--- src/rtl/ub_act_skew_reader_if.sv ---
// Unified-buffer activation reader bus: start/config, SRAM read port and
// skewed activation outputs toward the systolic array.
interface ub_act_skew_reader_if #(
  parameter int ADDRESSSIZE = 10,
  parameter int WORDSIZE    = 64,
  parameter int NUM_PE_ROWS = 8
);
  logic                   start;
  logic [ADDRESSSIZE-1:0] base_addr;
  logic [ADDRESSSIZE-1:0] num_rows;
  logic                   sram_read_en;
  logic [ADDRESSSIZE-1:0] sram_address;
  logic [WORDSIZE-1:0]    sram_data_out;
  logic [WORDSIZE-1:0]    act_out;
  logic [NUM_PE_ROWS-1:0] act_valid;
  logic                   busy;
  logic                   done;

  modport slave (
    input  start, base_addr, num_rows, sram_data_out,
    output sram_read_en, sram_address, act_out, act_valid, busy, done
  );

  modport master (
    output start, base_addr, num_rows, sram_data_out,
    input  sram_read_en, sram_address, act_out, act_valid, busy, done
  );
endinterface

--- src/rtl/ub_act_skew_reader.sv ---
// Reads a run of unified-buffer words and feeds them to the systolic array
// with a diagonal skew (lane k delayed k cycles) and per-lane valids.
//
// state   | meaning
// S_IDLE  | waiting for start; latches base address and row count
// S_READ  | one SRAM read per cycle, cnt_q counts rows left
// S_DRAIN | NUM_PE_ROWS+1 cycles letting the skew pipeline empty
// S_DONE  | one-cycle done pulse, start ignored
module ub_act_skew_reader #(
  parameter int ADDRESSSIZE = 10,
  parameter int WORDSIZE    = 64,
  parameter int DATA_BW     = 8,
  parameter int NUM_PE_ROWS = 8
) (
  input  logic                  clk,
  input  logic                  rstn,
  ub_act_skew_reader_if.slave   bus
);

  typedef enum logic [1:0] {
    S_IDLE,
    S_READ,
    S_DRAIN,
    S_DONE
  } state_t;

  localparam logic [ADDRESSSIZE-1:0] DRAIN_LOAD = ADDRESSSIZE'(NUM_PE_ROWS);
  localparam logic [ADDRESSSIZE-1:0] CNT_ONE    = ADDRESSSIZE'(1);

  state_t                 state_q;
  state_t                 state_nxt;
  logic [ADDRESSSIZE-1:0] addr_q;
  logic [ADDRESSSIZE-1:0] cnt_q;
  logic                   rd_pending_q;
  logic [WORDSIZE-1:0]    act_w;
  logic [NUM_PE_ROWS-1:0] valid_w;

  always_ff @(posedge clk) begin
    if (rstn) begin
      state_q <= S_IDLE;
    end else begin
      state_q <= state_nxt;
    end
  end

  always_comb begin
    state_nxt = state_q;
    case (state_q)
      S_IDLE: begin
        if (bus.start) begin
          state_nxt = (bus.num_rows == '0) ? S_DONE : S_READ;
        end
      end
      S_READ: begin
        if (cnt_q == CNT_ONE) begin
          state_nxt = S_DRAIN;
        end
      end
      S_DRAIN: begin
        if (cnt_q == '0) begin
          state_nxt = S_DONE;
        end
      end
      S_DONE:  state_nxt = S_IDLE;
      default: state_nxt = S_IDLE;
    endcase
  end

  // cnt_q is reused: rows left while reading, then drain cycles left.
  always_ff @(posedge clk) begin
    if (rstn) begin
      addr_q       <= '0;
      cnt_q        <= '0;
      rd_pending_q <= 1'b0;
    end else begin
      rd_pending_q <= (state_q == S_READ);
      case (state_q)
        S_IDLE: begin
          if (bus.start) begin
            addr_q <= bus.base_addr;
            cnt_q  <= bus.num_rows;
          end
        end
        S_READ: begin
          if (cnt_q == CNT_ONE) begin
            cnt_q <= DRAIN_LOAD;
          end else begin
            cnt_q  <= cnt_q - CNT_ONE;
            addr_q <= addr_q + CNT_ONE;
          end
        end
        S_DRAIN: begin
          if (cnt_q != '0) begin
            cnt_q <= cnt_q - CNT_ONE;
          end
        end
        default: ;
      endcase
    end
  end

  // Capture stage plus k shift registers per lane; invalid slots carry zero.
  for (genvar k = 0; k < NUM_PE_ROWS; k++) begin : g_lane
    logic [k:0][DATA_BW-1:0] sr_d;
    logic [k:0]              sr_v;

    always_ff @(posedge clk) begin
      if (rstn) begin
        sr_d <= '0;
        sr_v <= '0;
      end else begin
        sr_d[0] <= rd_pending_q ? bus.sram_data_out[k*DATA_BW +: DATA_BW] : '0;
        sr_v[0] <= rd_pending_q;
        for (int s = 1; s <= k; s++) begin
          sr_d[s] <= sr_d[s-1];
          sr_v[s] <= sr_v[s-1];
        end
      end
    end

    assign act_w[k*DATA_BW +: DATA_BW] = sr_d[k];
    assign valid_w[k]                  = sr_v[k];
  end

  assign bus.act_out      = act_w;
  assign bus.act_valid    = valid_w;
  assign bus.sram_read_en = (state_q == S_READ);
  assign bus.sram_address = addr_q;
  assign bus.busy         = (state_q == S_READ) || (state_q == S_DRAIN);
  assign bus.done         = (state_q == S_DONE);

endmodule

--- src/flat_wrapper.sv ---
// flat-port wrapper written by rule: the top's interface ports become plain ports
module ub_act_skew_reader_flat 
#(
  parameter int ADDRESSSIZE = 10,
  parameter int WORDSIZE    = 64,
  parameter int DATA_BW     = 8,
  parameter int NUM_PE_ROWS = 8
)
  (clk, rstn, bus_start, bus_base_addr, bus_num_rows, bus_sram_data_out, bus_sram_read_en, bus_sram_address, bus_act_out, bus_act_valid, bus_busy, bus_done);
  ub_act_skew_reader_if #(.ADDRESSSIZE(ADDRESSSIZE), .WORDSIZE(WORDSIZE), .NUM_PE_ROWS(NUM_PE_ROWS)) bus_i ();
  input  logic clk;
  input  logic rstn;
  input wire logic [$bits(bus_i.start)-1:0] bus_start;
  input wire logic [$bits(bus_i.base_addr)-1:0] bus_base_addr;
  input wire logic [$bits(bus_i.num_rows)-1:0] bus_num_rows;
  input wire logic [$bits(bus_i.sram_data_out)-1:0] bus_sram_data_out;
  output wire logic [$bits(bus_i.sram_read_en)-1:0] bus_sram_read_en;
  output wire logic [$bits(bus_i.sram_address)-1:0] bus_sram_address;
  output wire logic [$bits(bus_i.act_out)-1:0] bus_act_out;
  output wire logic [$bits(bus_i.act_valid)-1:0] bus_act_valid;
  output wire logic [$bits(bus_i.busy)-1:0] bus_busy;
  output wire logic [$bits(bus_i.done)-1:0] bus_done;
  assign bus_i.start = bus_start;
  assign bus_i.base_addr = bus_base_addr;
  assign bus_i.num_rows = bus_num_rows;
  assign bus_i.sram_data_out = bus_sram_data_out;
  assign bus_sram_read_en = bus_i.sram_read_en;
  assign bus_sram_address = bus_i.sram_address;
  assign bus_act_out = bus_i.act_out;
  assign bus_act_valid = bus_i.act_valid;
  assign bus_busy = bus_i.busy;
  assign bus_done = bus_i.done;
  ub_act_skew_reader #(.ADDRESSSIZE(ADDRESSSIZE), .WORDSIZE(WORDSIZE), .DATA_BW(DATA_BW), .NUM_PE_ROWS(NUM_PE_ROWS)) u_core (.clk(clk), .rstn(rstn), .bus(bus_i));
endmodule
--- config.mk ---
export PLATFORM = sky130hd
export DESIGN_NAME = ub_act_skew_reader_flat
export DESIGN_NICKNAME = d
export VERILOG_FILES = /design/src/rtl/ub_act_skew_reader_if.sv /design/src/rtl/ub_act_skew_reader.sv /design/src/flat_wrapper.sv
export SDC_FILE = /design/constraint.sdc
export NUM_CORES = 1
export LEC_CHECK = 0
export ABC_AREA = 1
export BUFFER_PORTS_ARGS = -buffer_cell sky130_fd_sc_hd__buf_2
export CAP_MARGIN = 20
export CORE_MARGIN = 1.5
export CORE_UTILIZATION = 45
export CTS_CLUSTER_SIZE = 12
export DETAILED_ROUTE_END_ITERATION = 7
export PLACE_DENSITY = 0.66
export SYNTH_ARGS = -nofsm -noshare
export SYNTH_HDL_FRONTEND = slang
export SYNTH_SLANG_ARGS = --single-unit
--- constraint.sdc ---
create_clock -name clk -period 1.9 [get_ports clk]
set_input_delay 0.095 -clock clk [delete_from_list [all_inputs] [get_ports clk]]
set_output_delay 0.095 -clock clk [all_outputs]
set_load 0.02 [all_outputs]
==> flow_summary_export.csv, run 1 <==
group,metric,value,unit
yosys,yosysTopAreaCell,"dfxtp_1",
timing,rsz0062_at_grt,"false",
yosys,synthSimpleGateAreaFrac,17.3,%
global_routing,antenna_found_initial,0,
timing,clock.fmax,581,MHz
power,p_leak,5.95,nW
finish,syn2layout_area_growth,24.4,%
finish,n_antenna_cell,0,
global_routing,grt_pass1_wl,29.6,mm
routing,drt_iter0_drc,238,
timing,post-route-period-util,90.5,%
power,seq_power_share,46.0,%
worst_setup_path,crit_buf_inv,3,
routing,wl_per_cell,10.1,um
worst_setup_path,worst-setup-path-type,"flop to primary output",
power,power.total,15.8,mW
power,combPwrFrac,15.7,%
routing,dr.pass1.iters,5,
power,internal_power,11.6,mW
global_routing,grt_overflow_total,0,
floorplanning,start_util,45.9,%
hold_path,hold_path_class,"primary input to flop",
power,pwr-share-clk,38.3,%
cts,cts_tree,"built",
run,maxCapViolCount,0,
floorplanning,die_y,155,um
yosys,yosysWarningCount,0,
finish,drive_above_1_share,16.4,%
place,dp_hpwl,10.3,mm
floorplanning,die_area,24000,sq um
cts,postCtsHoldBufs,82,
yosys,synth_xor_area_share,0.422,%
run_status,status,"completed",
cts,cts_sinks,319,
timing,finalHoldViolCount,0,
cts,clock_latency,500,ps
worst_setup_path,max_stage_delay,330,ps
routing,via_count,6962,
power,ir_drop,0.670,mV
routing,drc_errors,0,
timing,period_needed,1720,ps
yosys,synth_compound_area_share,1.96,%
floorplanning,core_area,22600,sq um
yosys,synth_top_family_by_area,"buffers and inverters",
worst_setup_path,crit_chain,"inv_1 -> ha_1 -> buf_4 -> buf_2",
power,p_sw,4.27,mW
yosys,ys_seq_area_share,61.5,%
place,dp_slack,176,ps
worst_setup_path,endpoint_kind,"primary output",
yosys,syn_avg_cell_area,8.31,sq um
worst_setup_path,crit_slowest_cell,"dfxtp_1",
routing,antenna_left,0,
cts,clock-root-buffer,"clkbuf_16",
routing,drt-total-wl,17.7,mm
floorplanning,num_rows,55,
worst_setup_path,crit_fanout,13,
global_routing,grt_use_total,15.1,%
yosys,ys_ff_latch,319,
timing,setup_ws,180,ps
floorplanning,io_pins,172,
finish,nets,1543,
timing,drv_slew,0,
cts,post_cts_buffers,0,
timing,relSlewSlack,73.4,%
yosys,synthAdderAreaFrac,0.964,%
timing,setup_viol,0,
place,numPortBuffers,171,
cts,htree_levels,2,
cts,cts_buffer_depth,3,
power,pwr_density_cell,1230,nW/um^2
cts,cts.clk_slew.worst_paths,60,ps
global_routing,grt_max_degree,79,
yosys,synth_cells,1249,
routing,viasPerCell,3.98,
place,dp.cells,1615,
yosys,synth.mux.area_fraction,0,%
yosys,ys_types,34,
worst_setup_path,start_kind,"flop",
timing,finClkSkew,11.7,ps
timing,tightest_slew,398,ps
timing,finalSetupTns,0,ps
yosys,yosysTopAreaCellShare,61.5,%
worst_setup_path,arrival,1620,ps
cts,post_cts_resized,0,
yosys,synthTopCellsByArea,"dfxtp_1 62%, nor2_1 13%, inv_1 12%, buf_4 4.2%, nand2_1 2.7%",
place,dpl-instance-area,11100,sq um
power,netSwitchingFraction,26.9,%
finish,fin_area,12900,sq um
yosys,syn_area,10400,sq um
yosys,synthesis.nets,1344,
worst_setup_path,cp.required,1800,ps
floorplanning,die_w,155,um
global_routing,first_global_vias,6514,
cts,cts_buffers,34,
finish,final_cells,1749,
place,place.gp.congestion,0.802,
worst_setup_path,cp_top_family,"buffers and inverters",
layer usage:
metal / up-vias / track usage (%) / wire length, um
li1: 3823 / - / -
met1: 2946 / 17.7 / 7880
met2: 165 / 25.7 / 8170
met3: 28 / 5.26 / 1320
met4: 0 / 4.95 / 310
met5: - / 0 / 0
power groups by stage:
stage | Clock [mW] | Combinational, mW | Sequential [mW]
2_1_floorplan | 0 | 1.77 | 7.48
6_report | 6.06 | 2.49 | 7.29
5_1_grt | 6.57 | 2.84 | 7.33
3_3_place_gp | 0 | 2.34 | 7.42
3_5_place_dp | 0 | 2.37 | 7.43
4_1_cts | 6.29 | 2.51 | 7.29
registers in the layout, indices dropped and copies added (netlist names):
register	count
u_core.bus.act_out	56
u_core.bus.sram_address	10
u_core.g_lane.sr_d	232
u_core.g_lane.sr_v	8
u_core.cnt_q	10
u_core.state_q	2
u_core.rd_pending_q	1
synth_stat cells (all sizes together):
cell type  count
o21ai         20
dfxtp        319
ha             8
xor2           2
nand4          1
a21oi         11
nand2         78
clkinv         1
clkbuf        20
a211oi         1
xnor2          3
o21bai         2
a31oi          1
nand3         19
buf           78
nor4           2
o22ai          2
nor2         353
inv          327
nor3           1
worst paths after layout:
kind	startpoint	end	slack [ps]	cells past startpoint
worst max-delay path	u_core.state_q[1]	bus_sram_read_en	180	4
worst min-delay path	rstn	u_core.bus.act_out[33]	20	2
worst max register to register	u_core.state_q[1]	u_core.cnt_q[6]	190	7
worst min register to register	u_core.g_lane[2].sr_d[5]	u_core.g_lane[2].sr_d[13]	390	2
area by class of cell:
type	instances	area, sq um
Multi-Input combinational cell	504	2140
Clock inverter	6	76.3
Fill cell	2012	9730
Inverter	328	1230
Sequential cell	319	6390
Clock buffer	46	947
Timing Repair Buffer	261	1770
Tap cell	285	357
cells by family (layout without fill, tap and decap cells):
family          after synthesis  count (layout)
compound gates               37              37
xor+xnor                      5               5
fa+ha+maj                     8               8
buf+inv                     426             641
flops                       319             319
simple gates                454             454
metrics by stage:
step | hold slack, ps | utilization (%)
floorplan | 207 | -
global placement | 307 | 48.9
detailed placement | 313 | 48.9
CTS | 10.8 | 57.0
global route | 43.4 | 57.0
finish | 22.1 | 57.0
layout by cell type (no fill, tap or decap), types with 3 or more instances in the layout:
master         netlist  final
buf_4               58      6
buf_2               16    170
nand2_1             74     73
a21oi_1              9      9
nor2_1             348    348
o21ai_1              7      7
nand3_1             16     16
clkbuf_8             0      4
dlygate4sd3_1        0     82
xnor2_1              3      3
nand2_2              3      4
nor2_2               4      4
clkbuf_1            19      8
ha_1                 8      8
clkbuf_16            0     35
inv_1              325    325
o21ai_0             13     13
dfxtp_1            319    319
Power figures use the tool's default switching activity.
==> run 2, diff against run 1 <==
--- a/config.mk
+++ b/config.mk
@@ -5,7 +5,7 @@
 export SDC_FILE = /design/constraint.sdc
 export NUM_CORES = 1
 export LEC_CHECK = 0
-export ABC_AREA = 1
+export ABC_AREA = 0
 export BUFFER_PORTS_ARGS = -buffer_cell sky130_fd_sc_hd__buf_2
 export CAP_MARGIN = 20
 export CORE_MARGIN = 1.5
==> run 2 against run 1 <==
- clock skew up 3.7 ps
- non-clock buffer count increased by 22
- sequential power increased by 2%
- die area shrank 3.6%
- global-route usage rose by 0.65 points
- sequential share of layout area up 0.69 points
- via count is 9.2% lower
- clock-buffer cell count is the same
- synthesized cell count down 29%
- clock power shrank 4.1%
- synthesized area down 3.7%
==> flow_summary_export.csv, run 2 <==
group,metric,value,unit
finish,largest_register,"u_core.g_lane.sr_d",
power,power.total,16.6,mW
floorplanning,die_area,23100,sq um
global_routing,grt_use_total,15.7,%
routing,via_count,6322,
worst_setup_path,r2r_cells,7,
yosys,synth_edf_count,0,
hold_path,hold_path_class,"primary input to flop",
timing,timing.hold.ws,21.2,ps
timing,post-route-period-util,96.5,%
global_routing,antenna_found_initial,2,
finish,post-route-util,58.4,%
finish,final_common_cell,"dfxtp_1",
global_routing,grt_max_degree,54,
routing,viasPerCell,4.51,
worst_setup_path,r2r-end,"u_core.cnt_q[8]",
timing,setup_viol,0,
yosys,yosysTopAreaCellShare,63.9,%
floorplanning,core_area,21800,sq um
global_routing,grt_pass1_wl,29.9,mm
yosys,syn_area,10000,sq um
cts,htree_levels,2,
yosys,synth_cells,892,
floorplanning,io_pins,172,
finish,nets,1203,
yosys,yosysMostFrequentCell,"dfxtp_1",
worst_setup_path,arrival,2190,ps
yosys,synth_compound_area_share,5.13,%
power,p_sw,4.49,mW
yosys,yosysTopAreaCell,"dfxtp_1",
routing,drt_iter0_drc,215,
cts,clock-root-buffer,"clkbuf_16",
worst_setup_path,crit_path_start,"u_core.state_q[1]",
worst_setup_path,cp.required,2260,ps
power,p_leak,5.44,nW
power,combPwrFrac,20.4,%
yosys,synthesis.nets,987,
cts,cts_buffers,34,
finish,n_fill_cell,1859,
worst_setup_path,worst-setup-path-type,"flop to flop",
power,pwr-share-clk,35.0,%
global_routing,grt_overflow_total,0,
place,place.gp.congestion,0.789,
power,pwr_density_cell,1300,nW/um^2
power,seq_power_share,44.6,%
routing,antenna_left,0,
yosys,synthSimpleGateAreaFrac,23.0,%
power,internal_power,12.1,mW
routing,drc_errors,0,
yosys,synthTopCellsByArea,"dfxtp_1 64%, nor2b_1 15%, buf_4 4.4%, and2_1 4.0%, clkbuf_1 1.5%",
yosys,synth_top_family_by_area,"simple AND/OR/NAND/NOR gates",
yosys,synth_xor_area_share,0,%
floorplanning,die_w,152,um
finish,drive_above_1_share,23.4,%
timing,relSlewSlack,73.5,%
timing,period_needed,1830,ps
timing,tightest_slew,388,ps
yosys,ys.flop_type,"dfxtp_1",
worst_setup_path,start_kind,"flop",
power,netSwitchingFraction,27.1,%
cts,cts_buffer_depth,3,
place,dp_hpwl,11.1,mm
worst_setup_path,endpoint_kind,"flop",
yosys,ys_types,54,
run,maxCapViolCount,0,
cts,cts_sinks,319,
yosys,async_flop_share,0,%
run_status,status,"completed",
worst_setup_path,crit_end,"u_core.cnt_q[8]",
cts,cts.clk_slew.worst_paths,50,ps
floorplanning,start_util,45.8,%
worst_setup_path,rr_startpoint,"u_core.state_q[1]",
power,ir_drop,0.976,mV
place,dp.cells,1271,
finish,final_cells,1403,
yosys,ys_ff_latch,319,
timing,finalSetupTns,0,ps
timing,clock.fmax,545,MHz
timing,finalHoldViolCount,0,
routing,drt-total-wl,18.0,mm
yosys,yosysWarningCount,0,
timing,drv_slew,0,
cts,clock_latency,490,ps
finish,syn2layout_area_growth,27.4,%
finish,layout_common_cells,"318 x dfxtp_1, 235 x nor2b_1, 170 x buf_2",
yosys,ys_seq_area_share,63.9,%
worst_setup_path,worst-r2r-setup-slack,70,ps
worst_setup_path,crit_fanout,4,
floorplanning,die_y,152,um
finish,largest_register_ffs,232,
global_routing,first_global_vias,6197,
yosys,synth.mux.area_fraction,0.350,%
yosys,syn_avg_cell_area,11.2,sq um
routing,dr.pass1.iters,4,
floorplanning,num_rows,54,
timing,finClkSkew,15.4,ps
cts,cts_tree,"built",
routing,wl_per_cell,12.8,um
yosys,yosys-top-cells-count,"319 x dfxtp_1, 236 x nor2b_1, 64 x and2_1",
yosys,synthAdderAreaFrac,1.00,%
timing,rsz0062_at_grt,"true",
place,numPortBuffers,171,
run 2: cell types whose count changed in the layout (fill, tap and decap cells not counted), sizes merged, moves of 7 or more:
cell,delta
o21ai,-9
and2,+64
inv,-315
nand2,-62
nor4,+7
nor2,-339
o32ai,+8
a211oi,+7
nor2b,+236
nand3,-12
buf,+25
nand2b,+8
run 2: how the worst min path moves through the flow:
stage	slack [ps]	start	endpoint	cells past startpoint
floorplan	220	bus_sram_data_out[0]	u_core.g_lane[0].sr_d[0]	1
global placement	290	bus_sram_data_out[8]	u_core.g_lane[1].sr_d[0]	2
detailed placement	300	bus_sram_data_out[50]	u_core.g_lane[6].sr_d[2]	2
CTS	0.4	bus_base_addr[9]	u_core.bus.sram_address[9]	4
global route	20	bus_num_rows[2]	u_core.cnt_q[2]	3
finish	20	bus_num_rows[2]	u_core.cnt_q[2]	3
run 2: metal layers:
| layer | part of all wire [%] | GRT usage (%) |
|---|---|---|
| met3 | 6.7 | 4.62 |
| met1 | 45 | 19.3 |
| met4 | 3.3 | 6.66 |
| met5 | 0.067 | 0 |
| met2 | 45 | 25.8 |
run 2: cell type report:
class | count | area, sq um | area share, %
tap | 280 | 350 | 2.75
multi-input combinational | 458 | 3030 | 23.8
antenna | 1 | 2.50 | 0.0196
sequential | 319 | 6390 | 50.1
clock inverter | 4 | 30.0 | 0.236
clock buffer | 46 | 937 | 7.36
inverter | 12 | 45.0 | 0.354
timing repair buffer | 283 | 1950 | 15.3
run 2: power by group through the flow:
stage / clock network, mW / logic (mW) / registers, mW
CTS: 6.00 / 3.24 / 7.38
global route: 6.28 / 3.71 / 7.45
finish: 5.81 / 3.38 / 7.40
detailed placement: 0 / 3.08 / 7.52
floorplan: 0 / 1.88 / 7.57
global placement: 0 / 3.14 / 7.52
run 2: kinds of logic (layout without fill, tap and decap cells):
group	count (synthesis)	count (layout)
flip-flops	319	319
buffers and inverters	115	345
multiplexers	3	3
AND/OR/NAND/NOR	375	375
AO/OA/AOI/OAI	72	72
other	0	1
adder cells (fa/ha/maj)	8	8
run 2: repair_timing:
item / CTS / global route
buffers inserted: 0 / 2
hold endpoints to repair: 79 / 0
pin swaps: 0 / 1
hold buffers: 79 / 0
resized for setup: 2 / 11
setup endpoints to repair: 4 / 19
run 2: worst max-delay path, stage by stage, from the launching register on:
cell,delay (ps)
dfxtp_1,410
inv_2,110
ha_4,180
nor2b_1,150
or2_0,280
buf_4,170
a211oi_1,270
o32ai_1,140
run 2: stage by stage:
stage | instance area (sq um) | setup WS, ps
after floorplan | 10000 | 55.9
after detailed placement | 10900 | -80.4
final | 12700 | 65.9
after global placement | 10900 | 52.9
after global routing | 12700 | -13.2
after CTS | 12700 | 24.4
